==> src/rtl/blob_unpacker.sv <==
// blob_unpacker: drains 32-bit words from an output-buffer FIFO and emits
// them as a stream of FP16 halfwords, low half first, with a last flag on
// the final halfword and a one-cycle done pulse at the end of each transfer.
module blob_unpacker (
    input  logic        clk,
    input  logic        reset_d,
    // request side
    input  logic        req_valid,
    input  logic [15:0] req_len,
    output logic        req_ready,
    // output-buffer FIFO side
    input  logic        ob_empty,
    output logic        ob_re,
    input  logic [31:0] ob_data,
    input  logic        ob_valid,
    // halfword stream
    output logic        px_valid,
    output logic [15:0] px_data,
    output logic        px_last,
    input  logic        px_ready,
    // status
    output logic        busy,
    output logic        done
);

    typedef enum logic [2:0] {
        ST_IDLE    = 3'd0,
        ST_FETCH   = 3'd1,
        ST_WAIT    = 3'd2,
        ST_EMIT_LO = 3'd3,
        ST_EMIT_HI = 3'd4,
        ST_DONE    = 3'd5
    } state_t;

    state_t      state_reg;
    state_t      state_next;
    logic [15:0] count_reg;   // words still to be emitted, including the current one
    logic [15:0] count_next;
    logic [31:0] hold_reg;    // word currently being split into halfwords
    logic [31:0] hold_next;

    // State, word counter and hold register; reset aborts any transfer in flight.
    always_ff @(posedge clk or posedge reset_d) begin
        if (reset_d) begin
            state_reg <= ST_IDLE;
            count_reg <= 16'd0;
            hold_reg  <= 32'd0;
        end else begin
            state_reg <= state_next;
            count_reg <= count_next;
            hold_reg  <= hold_next;
        end
    end

    // Next-state logic: one FIFO pop per word, then two halfword beats.
    always_comb begin
        state_next = state_reg;
        count_next = count_reg;
        hold_next  = hold_reg;
        case (state_reg)
            ST_IDLE: begin
                if (req_valid) begin
                    count_next = req_len;
                    // A zero-length request completes without touching the FIFO.
                    state_next = (req_len == 16'd0) ? ST_DONE : ST_FETCH;
                end
            end
            ST_FETCH: begin
                if (!ob_empty) begin
                    state_next = ST_WAIT;
                end
            end
            ST_WAIT: begin
                // ob_valid is only honoured here; stray strobes elsewhere are dropped.
                if (ob_valid) begin
                    hold_next  = ob_data;
                    state_next = ST_EMIT_LO;
                end
            end
            ST_EMIT_LO: begin
                if (px_ready) begin
                    state_next = ST_EMIT_HI;
                end
            end
            ST_EMIT_HI: begin
                if (px_ready) begin
                    count_next = count_reg - 16'd1;
                    state_next = (count_reg == 16'd1) ? ST_DONE : ST_FETCH;
                end
            end
            ST_DONE: begin
                state_next = ST_IDLE;
            end
            default: begin
                state_next = ST_IDLE;
            end
        endcase
    end

    // Output decode from registered state and counter; the pop strobe is
    // additionally qualified by ob_empty so the FIFO is never underflowed.
    always_comb begin
        req_ready = 1'b0;
        busy      = 1'b1;
        ob_re     = 1'b0;
        px_valid  = 1'b0;
        px_data   = 16'd0;
        px_last   = 1'b0;
        done      = 1'b0;
        case (state_reg)
            ST_IDLE: begin
                // Held low while reset is applied so the block looks unavailable.
                req_ready = ~reset_d;
                busy      = 1'b0;
            end
            ST_FETCH: begin
                ob_re = ~ob_empty;
            end
            ST_EMIT_LO: begin
                px_valid = 1'b1;
                px_data  = hold_reg[15:0];
            end
            ST_EMIT_HI: begin
                px_valid = 1'b1;
                px_data  = hold_reg[31:16];
                px_last  = (count_reg == 16'd1);
            end
            ST_DONE: begin
                done = 1'b1;
            end
            default: begin
                busy = 1'b1;
            end
        endcase
    end

endmodule

==> config.mk <==
export PLATFORM = sky130hd
export DESIGN_NAME = blob_unpacker
export DESIGN_NICKNAME = d
export VERILOG_FILES = /design/src/rtl/blob_unpacker.sv
export SDC_FILE = /design/constraint.sdc
export NUM_CORES = 1
export LEC_CHECK = 0
export ABC_AREA = 1
export CORE_ASPECT_RATIO = 0.8
export CORE_UTILIZATION = 30
export CTS_CLUSTER_DIAMETER = 30
export DETAILED_ROUTE_END_ITERATION = 8
export PLACE_DENSITY = 0.64
export SYNTH_ARGS = -nofsm -noshare
export SYNTH_HDL_FRONTEND = slang
export SYNTH_SLANG_ARGS = --single-unit
export TNS_END_PERCENT = 10
==> constraint.sdc <==
create_clock -name clk -period 1.85 [get_ports clk]
set_input_delay 0.37 -clock clk [delete_from_list [all_inputs] [get_ports clk]]
set_output_delay 0.37 -clock clk [all_outputs]
set_load 0.05 [all_outputs]
==> metrics.cfg, run 1 <==
[hold_path]
whs_path_depth=2
hp-start=count_reg[13]
hold_path.class=flip-flop to flip-flop
min_to=count_reg[13]

[placed_design]
routabilityCongestion=0.8919
placed_cells=578
place_area_sq_mm=0.004190
pre_cts_slack_ns=0.1077
portBuffers=75
dpl.hpwl_um=5917

[setup_path]
endpoint_kind=output pin
r2r_start=state_reg[1]
slowest_delay_ns=0.44
slowest_stage=dfrtp_2
startpoint_type=flip-flop
critPathBufInv=1
cp_top_family=flip-flops
required_ns=1.48
worst_r2r_path_depth=10
setup.worst_path.class=flip-flop to output pin
arrival_ns=1.55
worstPathMaxFanout=7
path_cells=nor2_4, nand2_8, o21ai_1, buf_12
timing.rr.end=count_reg[8]
worst-r2r-setup-slack_ns=0.22

[clock_tree]
htree_num_levels=2
cts-root-buf=clkbuf_16
clkLatencyLatePin_ns=0.28
cts_sinks=51
cts_made_buffers=5
cts_tree=done
cts_max_path_buffers=2
clk_pin_slew_ns=0.07

[floorplanning]
dieArea_sq_mm=0.01051
die_h_um=91.88
rows=32
num_io_pins=76
placeableCoreArea_sq_mm=0.009729
die-width_um=114.3
start_util_pct=31.13

[logic_synthesis]
ys_warn_count=0
ys_ff_latch=51
ys_seq_area_share_pct=42.13
synthCells=370
synth_nets=426
synth.avg_cell_area_sq_um=8.187
synth_area_leaders=dfrtp_1 (42%), nand2_1 (11%), mux2_4 (9.4%), nor2_1 (7.4%), inv_1 (4.1%)
synth.distinct_cells=32
yosys.area.top_type=dfrtp_1
yosys.area.top_type_share_pct=42.13
syn_area_sq_mm=0.003029

[final_layout]
largest_register_ffs=32
drive_above_1_share_pct=23.57
area_growth_pct=49.07
finalInstanceArea_sq_mm=0.004516
fin_util_pct=46.41
fillers=926
antenna_cells=0
final_cell_mix=nand2_1 (88), nor2_1 (57), clkdlybuf4s50_1 (53)
layout_commonest_cell=nand2_1
final_cells=590
final_nets=510

[timing]
finClkSkew_ns=0.002922
fmax_ghz=0.5218
setup_viol_count_final=9
setup_ws_ns=-0.06633
setup_tns_ns=-0.4569
hold_viol=0
drv_slew=0
post-route-min-period_ns=1.916
rsz0062_at_grt=yes
worst_pin_slew_ns=0.3199
min_period_over_period_pct=103.6
holdWs_ns=0.5008
slew_headroom_pct=78.51

[power_and_ir_drop]
ir_drop_v=0.001112
cellLeakagePower_nw=2.091
p_total_mw=7.476
powerDensity_mw_per_mm2=1656

[detailed_routing]
routedWlPerCell_um=13.64
drc=0
ant_nets=0
vias=2730
viasPerCell=4.627
initialDrtViolationCount=99
drt_wl_total_um=8047
drtPass1Iterations=4

[status]
status=complete, but fails checks
failed_checks=negative setup slack

[grt]
grt_max_degree=52
antenna_found_initial=0
grt_pass1_wl_um=13680
grt_usage_pct=16.44
grt_pass1_vias=2777
overflow=0

[flow_run]
maxCapViolations=0

-- Yosys cell counts, drive strengths merged --
library cell,instances
nand3,25
mux2,22
a22o,7
buf,10
a21o,1
nor3,5
ha,2
o21ai,22
inv,37
clkinv,1
clkbuf,2
or2,3
dfrtp,51
o211ai,1
xor2,1
nand3b,1
nand4,1
a21oi,16
o22ai,1
nor2,64
nand2,97
-- tightest hold or removal path, stage by stage (launching register included) --
cell and delay [ns]:
dfrtp_1 0.36, nand2_1 0.06, nand2_1 0.05
-- where the power goes --
part,internal (mW),total [mW],switching [mW]
logic,1.96,4.31,2.35
clock network,0.631,1.04,0.404
registers,1.67,2.13,0.460
-- area by class of cell --
cell class	count	area (sq um)	share of cell area, %
clock buffer	5	125.1	2.771
clock inverter	2	37.54	0.8313
inverter	38	173.9	3.851
multi-input combinational	270	1610	35.66
sequential	51	1280	28.35
tap	136	170.2	3.768
timing repair buffer	88	1119	24.77
-- worst max-delay path by stage --
stage	from	endpoint	slack (ns)	depth (start not counted)
detailed placement	state_reg[1]	px_last	0.11	6
finish	state_reg[1]	px_data[6]	-0.07	4
CTS	state_reg[0]	px_data[1]	-0.06	5
global placement	state_reg[2]	px_data[2]	0.15	4
global route	state_reg[1]	px_last	-0.15	6
floorplan	state_reg[0]	done	-0.20	2
-- logic make-up after synthesis --
logic type	after synthesis	synth area share [%]
AND/OR/NAND/NOR	196	28.58
adder cells (fa/ha/maj)	2	0.8260
buffers and inverters	50	8.468
multiplexers	22	10.53
AO/OA/AOI/OAI	48	9.170
flip-flops	51	42.13
XOR/XNOR	1	0.2892
-- layer usage --
metal  wire (um)  share of wire (%)  track usage [%]
met1        3945                 49            23.41
met2        3769                 47            26.67
met3         294                3.7            2.445
met4          38               0.47            2.814
met5           0                  0                0
-- what timing repair did --
| item | 4_1_cts | 5_1_grt |
|---|---|---|
| resized for setup | 16 | 11 |
| buffers inserted | 4 | 0 |
| hold endpoints to repair | 0 | 0 |
| endpoints found under the setup margin | 18 | 20 |
| pin swaps | 4 | 1 |
| cloned | 1 | 0 |
| hold buffers | 0 | 0 |
Power figures use the tool's default switching activity.
==> run 2: changes to the inputs <==
Settings changed: CORE_MARGIN set to 2, SLEW_MARGIN set to 20.
==> metrics.cfg, run 2 (synthesis gave the netlist of run 1 again) <==
[placed_design]
pre_cts_slack_ns=0.1232  ; was 0.1077 ns
portBuffers=75  ; unchanged
dpl.hpwl_um=5655  ; was 5917 um
routabilityCongestion=0.8350  ; was 0.8919

[timing]
hold_viol=0  ; unchanged
drv_slew=0  ; unchanged
min_period_over_period_pct=102.4  ; was 103.6%
fmax_ghz=0.5280  ; was 0.5218 GHz
rsz0062_at_grt=yes  ; unchanged
finClkSkew_ns=0.005289  ; was 0.002922 ns
post-route-min-period_ns=1.894  ; was 1.916 ns
holdWs_ns=0.4878  ; was 0.5008 ns
setup_ws_ns=-0.04392  ; was -0.06633 ns
slew_headroom_pct=77.10  ; was 78.51%
worst_pin_slew_ns=0.3408  ; was 0.3199 ns
setup_viol_count_final=16  ; was 9

[flow_run]
maxCapViolations=0  ; unchanged

[final_layout]
largest_register_ffs=32  ; unchanged
drive_above_1_share_pct=20.75  ; was 23.57%
final_cell_mix=nand2_1 (92), nor2_1 (57), clkdlybuf4s50_1 (53)  ; was nand2_1 (88), nor2_1 (57), clkdlybuf4s50_1 (53)
fin_util_pct=45.31  ; was 46.41%
area_growth_pct=45.52  ; was 49.07%
layout_commonest_cell=nand2_1  ; unchanged
final_nets=508  ; was 510
fillers=949  ; was 926
antenna_cells=0  ; unchanged

[floorplanning]
num_io_pins=76  ; unchanged
rows=32  ; unchanged
die-width_um=116.3  ; was 114.3 um
die_h_um=93.88  ; was 91.88 um
start_util_pct=31.13  ; unchanged
dieArea_sq_mm=0.01092  ; was 0.01051 sq mm
placeableCoreArea_sq_mm=0.009729  ; unchanged

[grt]
grt_max_degree=52  ; unchanged
grt_pass1_vias=2596  ; was 2777
antenna_found_initial=0  ; unchanged
grt_usage_pct=14.81  ; was 16.44%
overflow=0  ; unchanged
grt_pass1_wl_um=12880  ; was 13680 um

[detailed_routing]
drc=0  ; unchanged
ant_nets=0  ; unchanged
routedWlPerCell_um=12.92  ; was 13.64 um
drt_wl_total_um=7608  ; was 8047 um
drtPass1Iterations=4  ; unchanged
viasPerCell=4.487  ; was 4.627
initialDrtViolationCount=109  ; was 99
vias=2643  ; was 2730

[setup_path]
path_cells=nand2_1, nor2_4, buf_12, inv_1, o22ai_2, buf_12  ; was nor2_4, nand2_8, o21ai_1, buf_12
endpoint_kind=output pin  ; unchanged
startpoint_type=flip-flop  ; unchanged
slowest_delay_ns=0.42  ; was 0.44 ns
setup.worst_path.class=flip-flop to output pin  ; unchanged
cp_common_cell=buf_12
slowest_stage=dfrtp_1  ; was dfrtp_2
worstPathMaxFanout=16  ; was 7
required_ns=1.48  ; about the same
critPathBufInv=3  ; was 1
cp_top_family=buffers and inverters  ; was flip-flops
crit_start=state_reg[1]  ; unchanged
r2r_start=state_reg[1]  ; unchanged
arrival_ns=1.52  ; was 1.55 ns

[clock_tree]
cts_tree=done  ; unchanged
cts_max_path_buffers=2  ; unchanged
cts_sinks=51  ; unchanged
clk_pin_slew_ns=0.07  ; about the same
clkLatencyLatePin_ns=0.29  ; was 0.28 ns
cts-root-buf=clkbuf_16  ; unchanged
htree_num_levels=2  ; unchanged
cts_made_buffers=5  ; unchanged

[hold_path]
hold_path.class=input port to async pin  ; was flip-flop to flip-flop

[power_and_ir_drop]
powerDensity_mw_per_mm2=1633  ; was 1656 mW/mm^2
ir_drop_v=0.0007742  ; was 0.001112 V
cellLeakagePower_nw=2.038  ; was 2.091 nW
p_total_mw=7.200  ; was 7.476 mW

[status]
status=complete, but fails checks  ; unchanged
failed_checks=negative setup slack  ; unchanged

==> run 2: final timing paths <==
| kind | to | slack [ns] | cells past startpoint |
|---|---|---|---|
| max | px_data[13] | -0.04 | 6 |
| min | hold_reg[13] | 0.49 | 3 |
| max reg2reg | hold_reg[20] | 0.23 | 7 |
| min reg2reg | count_reg[5] | 0.49 | 2 |
| max in group asynchronous | hold_reg[2] | 1.10 | 3 |
| min in group clk | count_reg[5] | 0.49 | 2 |
==> run 2: power by group <==
group	internal (mW)	switching (mW)
clock	0.541	0.419
sequential	1.67	0.389
combinational	1.91	2.27
total	4.12	3.08
==> run 2: routing by layer <==
layer	track usage (%)	wire length, um
met3	2.452	275
met5	0	0
met1	21.45	3734
met4	2.976	51
met2	23.30	3546
==> run 2: worst reg2reg max path, stage by stage, from the launching register on <==
cell and delay (ns):
dfrtp_1 0.43, buf_4 0.15, buf_4 0.15, inv_2 0.08, nor2_4 0.05, nand3_4 0.06
buf_12 0.21, mux2_2 0.38
==> run 2: metrics by stage <==
step	TNS [ns]	instances	cell area, sq um
after floorplan	-1.754	370	3035
after global placement	0	579	4198
after detailed placement	0	579	4198
after CTS	-0.3706	588	4393
after global routing	-1.829	589	4408
final	-0.3546	589	4408
==> run 2: layout make-up <==
cell class	count	area, sq um	share of cell area (%)
Timing Repair Buffer	87	1111	25.21
Inverter	38	152.6	3.463
Sequential cell	51	1277	28.98
Clock buffer	6	138.9	3.151
Multi-Input combinational cell	269	1541	34.97
Clock inverter	2	16.27	0.3690
Tap cell	136	170.2	3.860
==> run 2: timing repair <==
action | CTS | global route
buffers inserted | 1 | 1
pin swaps | 1 | 0
setup endpoints to repair | 20 | 20
gates resized for setup | 9 | 2
hold buffers | 0 | 0
==> run 3: changes to the inputs <==
Settings changed: ABC_AREA 1 to unset, PLACE_DENSITY 0.64 to 0.65.
==> metrics.cfg, run 3 <==
[status]
status=complete, but fails checks  ; unchanged
failed_checks=negative setup slack  ; unchanged

[clock_tree]
htree_num_levels=2  ; unchanged
clk_pin_slew_ns=0.07  ; about the same
cts_made_buffers=5  ; unchanged
clkLatencyLatePin_ns=0.29  ; about the same
cts-root-buf=clkbuf_16  ; unchanged
cts_sinks=51  ; unchanged
ctsHoldBuffers=0  ; unchanged
cts_tree=done  ; unchanged
cts_max_path_buffers=2  ; unchanged

[logic_synthesis]
ys_top_cells_by_count=dfrtp_1 (51), mux2_2 (32), a22o_1 (16), nor2_1 (13), o21ai_0 (12)  ; was nand2_1 (92), nor2_1 (60), dfrtp_1 (51), inv_1 (33), nand3_1 (24)
synth_most_common_cell=dfrtp_1  ; was nand2_1
synth_area_leaders=dfrtp_1 (47%), mux2_2 (13%), a22o_1 (5.1%), o21ai_0 (2.2%), a21oi_1 (2.0%)  ; was dfrtp_1 (42%), nand2_1 (11%), mux2_4 (9.4%), nor2_1 (7.4%), inv_1 (4.1%)
yosys.area.top_type_share_pct=46.88  ; was 42.13%
ys_async_sr_fraction_pct=100.0  ; unchanged
yosys.area.top_type=dfrtp_1  ; unchanged
synth.distinct_cells=48  ; was 32
ys_seq_area_share_pct=46.88  ; was 42.13%
syn_area_sq_mm=0.002723  ; was 0.003029 sq mm
synth-edff-count=0  ; unchanged
ys.flop_type=dfrtp_1  ; unchanged
synthCells=254  ; was 370
ys_ff_latch=51  ; unchanged
synth_nets=310  ; was 426
ys_warn_count=0  ; unchanged
synth.avg_cell_area_sq_um=10.72  ; was 8.187 sq um

[setup_path]
worstPathMaxFanout=5  ; was 16
required_ns=1.48  ; about the same
worst-r2r-setup-slack_ns=-0.07  ; was 0.23 ns
crit_start=state_reg[2]  ; was state_reg[1]
arrival_ns=1.70  ; was 1.52 ns
r2r_start=count_reg[1]  ; was state_reg[1]
timing.rr.end=count_reg[8]  ; was hold_reg[20]
worst_r2r_path_depth=7  ; unchanged
endpoint_kind=output pin  ; unchanged
setup.worst_path.class=flip-flop to output pin  ; unchanged
crit_end=px_data[8]  ; was px_data[13]
startpoint_type=flip-flop  ; unchanged

[power_and_ir_drop]
clkPwrFrac_pct=12.6  ; was 13.3%
seq_power_share_pct=28.8  ; was 28.6%
power.internal_mw=4.591  ; was 4.122 mW
powerDensity_mw_per_mm2=1615  ; was 1633 mW/mm^2
ir_drop_v=0.0008531  ; was 0.0007742 V
p_sw_mw=2.905  ; was 3.078 mW
combPwrFrac_pct=58.6  ; was 58.1%
p_sw_share_pct=38.76  ; was 42.75%
cellLeakagePower_nw=1.896  ; was 2.038 nW

[final_layout]
final_cell_mix=clkdlybuf4s50_1 (53), dfrtp_1 (48), buf_4 (42)  ; was nand2_1 (92), nor2_1 (57), clkdlybuf4s50_1 (53)
layout_commonest_cell=clkdlybuf4s50_1  ; was nand2_1
final_cells=485  ; was 589
largest_register_ffs=32  ; unchanged
area_growth_pct=70.50  ; was 45.52%
final_nets=425  ; was 508
drive_above_1_share_pct=45.68  ; was 20.75%
antenna_cells=0  ; unchanged

[detailed_routing]
drtPass1Iterations=4  ; unchanged
drt_wl_total_um=7706  ; was 7608 um
routedWlPerCell_um=15.89  ; was 12.92 um
drc=0  ; unchanged
vias=2484  ; was 2643
ant_nets=0  ; unchanged
viasPerCell=5.122  ; was 4.487
initialDrtViolationCount=87  ; was 109

[timing]
drv_slew=0  ; unchanged
holdWs_ns=0.5106  ; was 0.4878 ns
hold_viol=0  ; unchanged
rsz0062_at_grt=yes  ; unchanged
setup_tns_ns=-3.624  ; was -0.3546 ns
fmax_ghz=0.4829  ; was 0.5280 GHz
finClkSkew_ns=0.01068  ; was 0.005289 ns
post-route-min-period_ns=2.071  ; was 1.894 ns
min_period_over_period_pct=111.9  ; was 102.4%
slew_headroom_pct=73.75  ; was 77.10%
setup_viol_count_final=22  ; was 16
worst_pin_slew_ns=0.3902  ; was 0.3408 ns
setup_ws_ns=-0.2207  ; was -0.04392 ns

[flow_run]
maxCapViolations=0  ; unchanged

[floorplanning]
die_h_um=89.21  ; was 93.88 um
rows=31  ; was 32
start_util_pct=30.52  ; was 31.13%
dieArea_sq_mm=0.009858  ; was 0.01092 sq mm
placeableCoreArea_sq_mm=0.008921  ; was 0.009729 sq mm
num_io_pins=76  ; unchanged
die-width_um=110.5  ; was 116.3 um

[hold_path]
hold_path.class=flip-flop to flip-flop  ; was input port to async pin

[grt]
grt_usage_pct=15.80  ; was 14.81%
grt_pass1_wl_um=12510  ; was 12880 um
grt_max_degree=52  ; unchanged
grtUsageMet1_pct=22.26  ; was 21.45%
grt_pass1_vias=2425  ; was 2596
use_met3_pct=2.644  ; was 2.452%
overflow=0  ; unchanged
use_met2_pct=25.66  ; was 23.30%
top_usage_layer=met2  ; unchanged
antenna_found_initial=0  ; unchanged

[placed_design]
dpl.hpwl_um=5452  ; was 5655 um
portBuffers=75  ; unchanged
placed_cells=468  ; was 579
routabilityCongestion=0.8509  ; was 0.8350

-- run 3: power groups by stage --
stage                     registers [mW]  logic, mW  clock network [mW]
after floorplan                     2.00       2.21                   0
after global placement              2.05       3.83                   0
after detailed placement            2.09       3.91                   0
after CTS                           2.11       4.29               0.978
after global routing                2.25       4.68                1.03
final                               2.16       4.39               0.948
-- run 3: layer usage --
layer	share of wire (%)	vias to the layer above
met3	3.6	4
met1	47	1235
met5	0	-
li1	-	1196
met4	0.96	0
met2	48	49
-- run 3: what timing repair did --
action / CTS / global route
cloned: 2 / 0
pin swaps: 8 / 6
hold endpoints to repair: 0 / 0
buffers inserted: 6 / 1
gates resized for setup: 27 / 21
setup endpoints to repair: 27 / 55
-- run 3: critical path: stages, from the launching register on --
cell	delay [ns]
dfrtp_2	0.43
buf_12	0.13
nor3b_4	0.25
buf_6	0.17
buf_12	0.12
a22o_1	0.17
buf_12	0.14
-- run 3: how the worst min path moves through the flow --
stage / depth (start not counted) / endpoint / slack, ns / start
floorplan: 2 / count_reg[14] / 0.48 / count_reg[14]
global placement: 1 / hold_reg[8] / 0.49 / hold_reg[8]
detailed placement: 1 / hold_reg[7] / 0.50 / hold_reg[7]
CTS: 1 / hold_reg[1] / 0.51 / hold_reg[1]
global route: 1 / hold_reg[27] / 0.52 / hold_reg[27]
finish: 1 / hold_reg[27] / 0.51 / hold_reg[27]
-- run 3: cell families (layout without fill, tap and decap cells) --
kind of cell / Yosys count / after routing / share of synthesized area [%]
AOI/OAI and AO/OA: 72 / 72 / 18.89
adders and majority gates: 2 / 2 / 0.9190
buffers and inverters: 27 / 143 / 4.458
DFF: 51 / 51 / 46.87
muxes: 34 / 34 / 13.97
and+or+nand+nor: 68 / 68 / 14.89
-- run 3: cell type report --
type | instances | area (sq um)
flip-flops and latches | 51 | 1280
fillers | 794 | 4279
multi-input cells | 176 | 1565
inverters | 7 | 28.78
well taps | 115 | 143.9
repair buffers | 128 | 1469
clock buffers | 6 | 138.9
clock inverters | 2 | 16.27
-- run 3: per-stage QoR --
stage	utilization (%)	total power [mW]	worst slack (ns)	area, sq um
2_1_floorplan	-	4.211	-0.1801	2763
3_3_place_gp	46.75	5.886	-0.09623	4170
3_5_place_dp	46.75	5.998	-0.1314	4170
4_1_cts	50.88	7.374	-0.2291	4539
5_1_grt	52.03	7.957	-0.2907	4642
6_report	52.03	7.496	-0.2207	4642
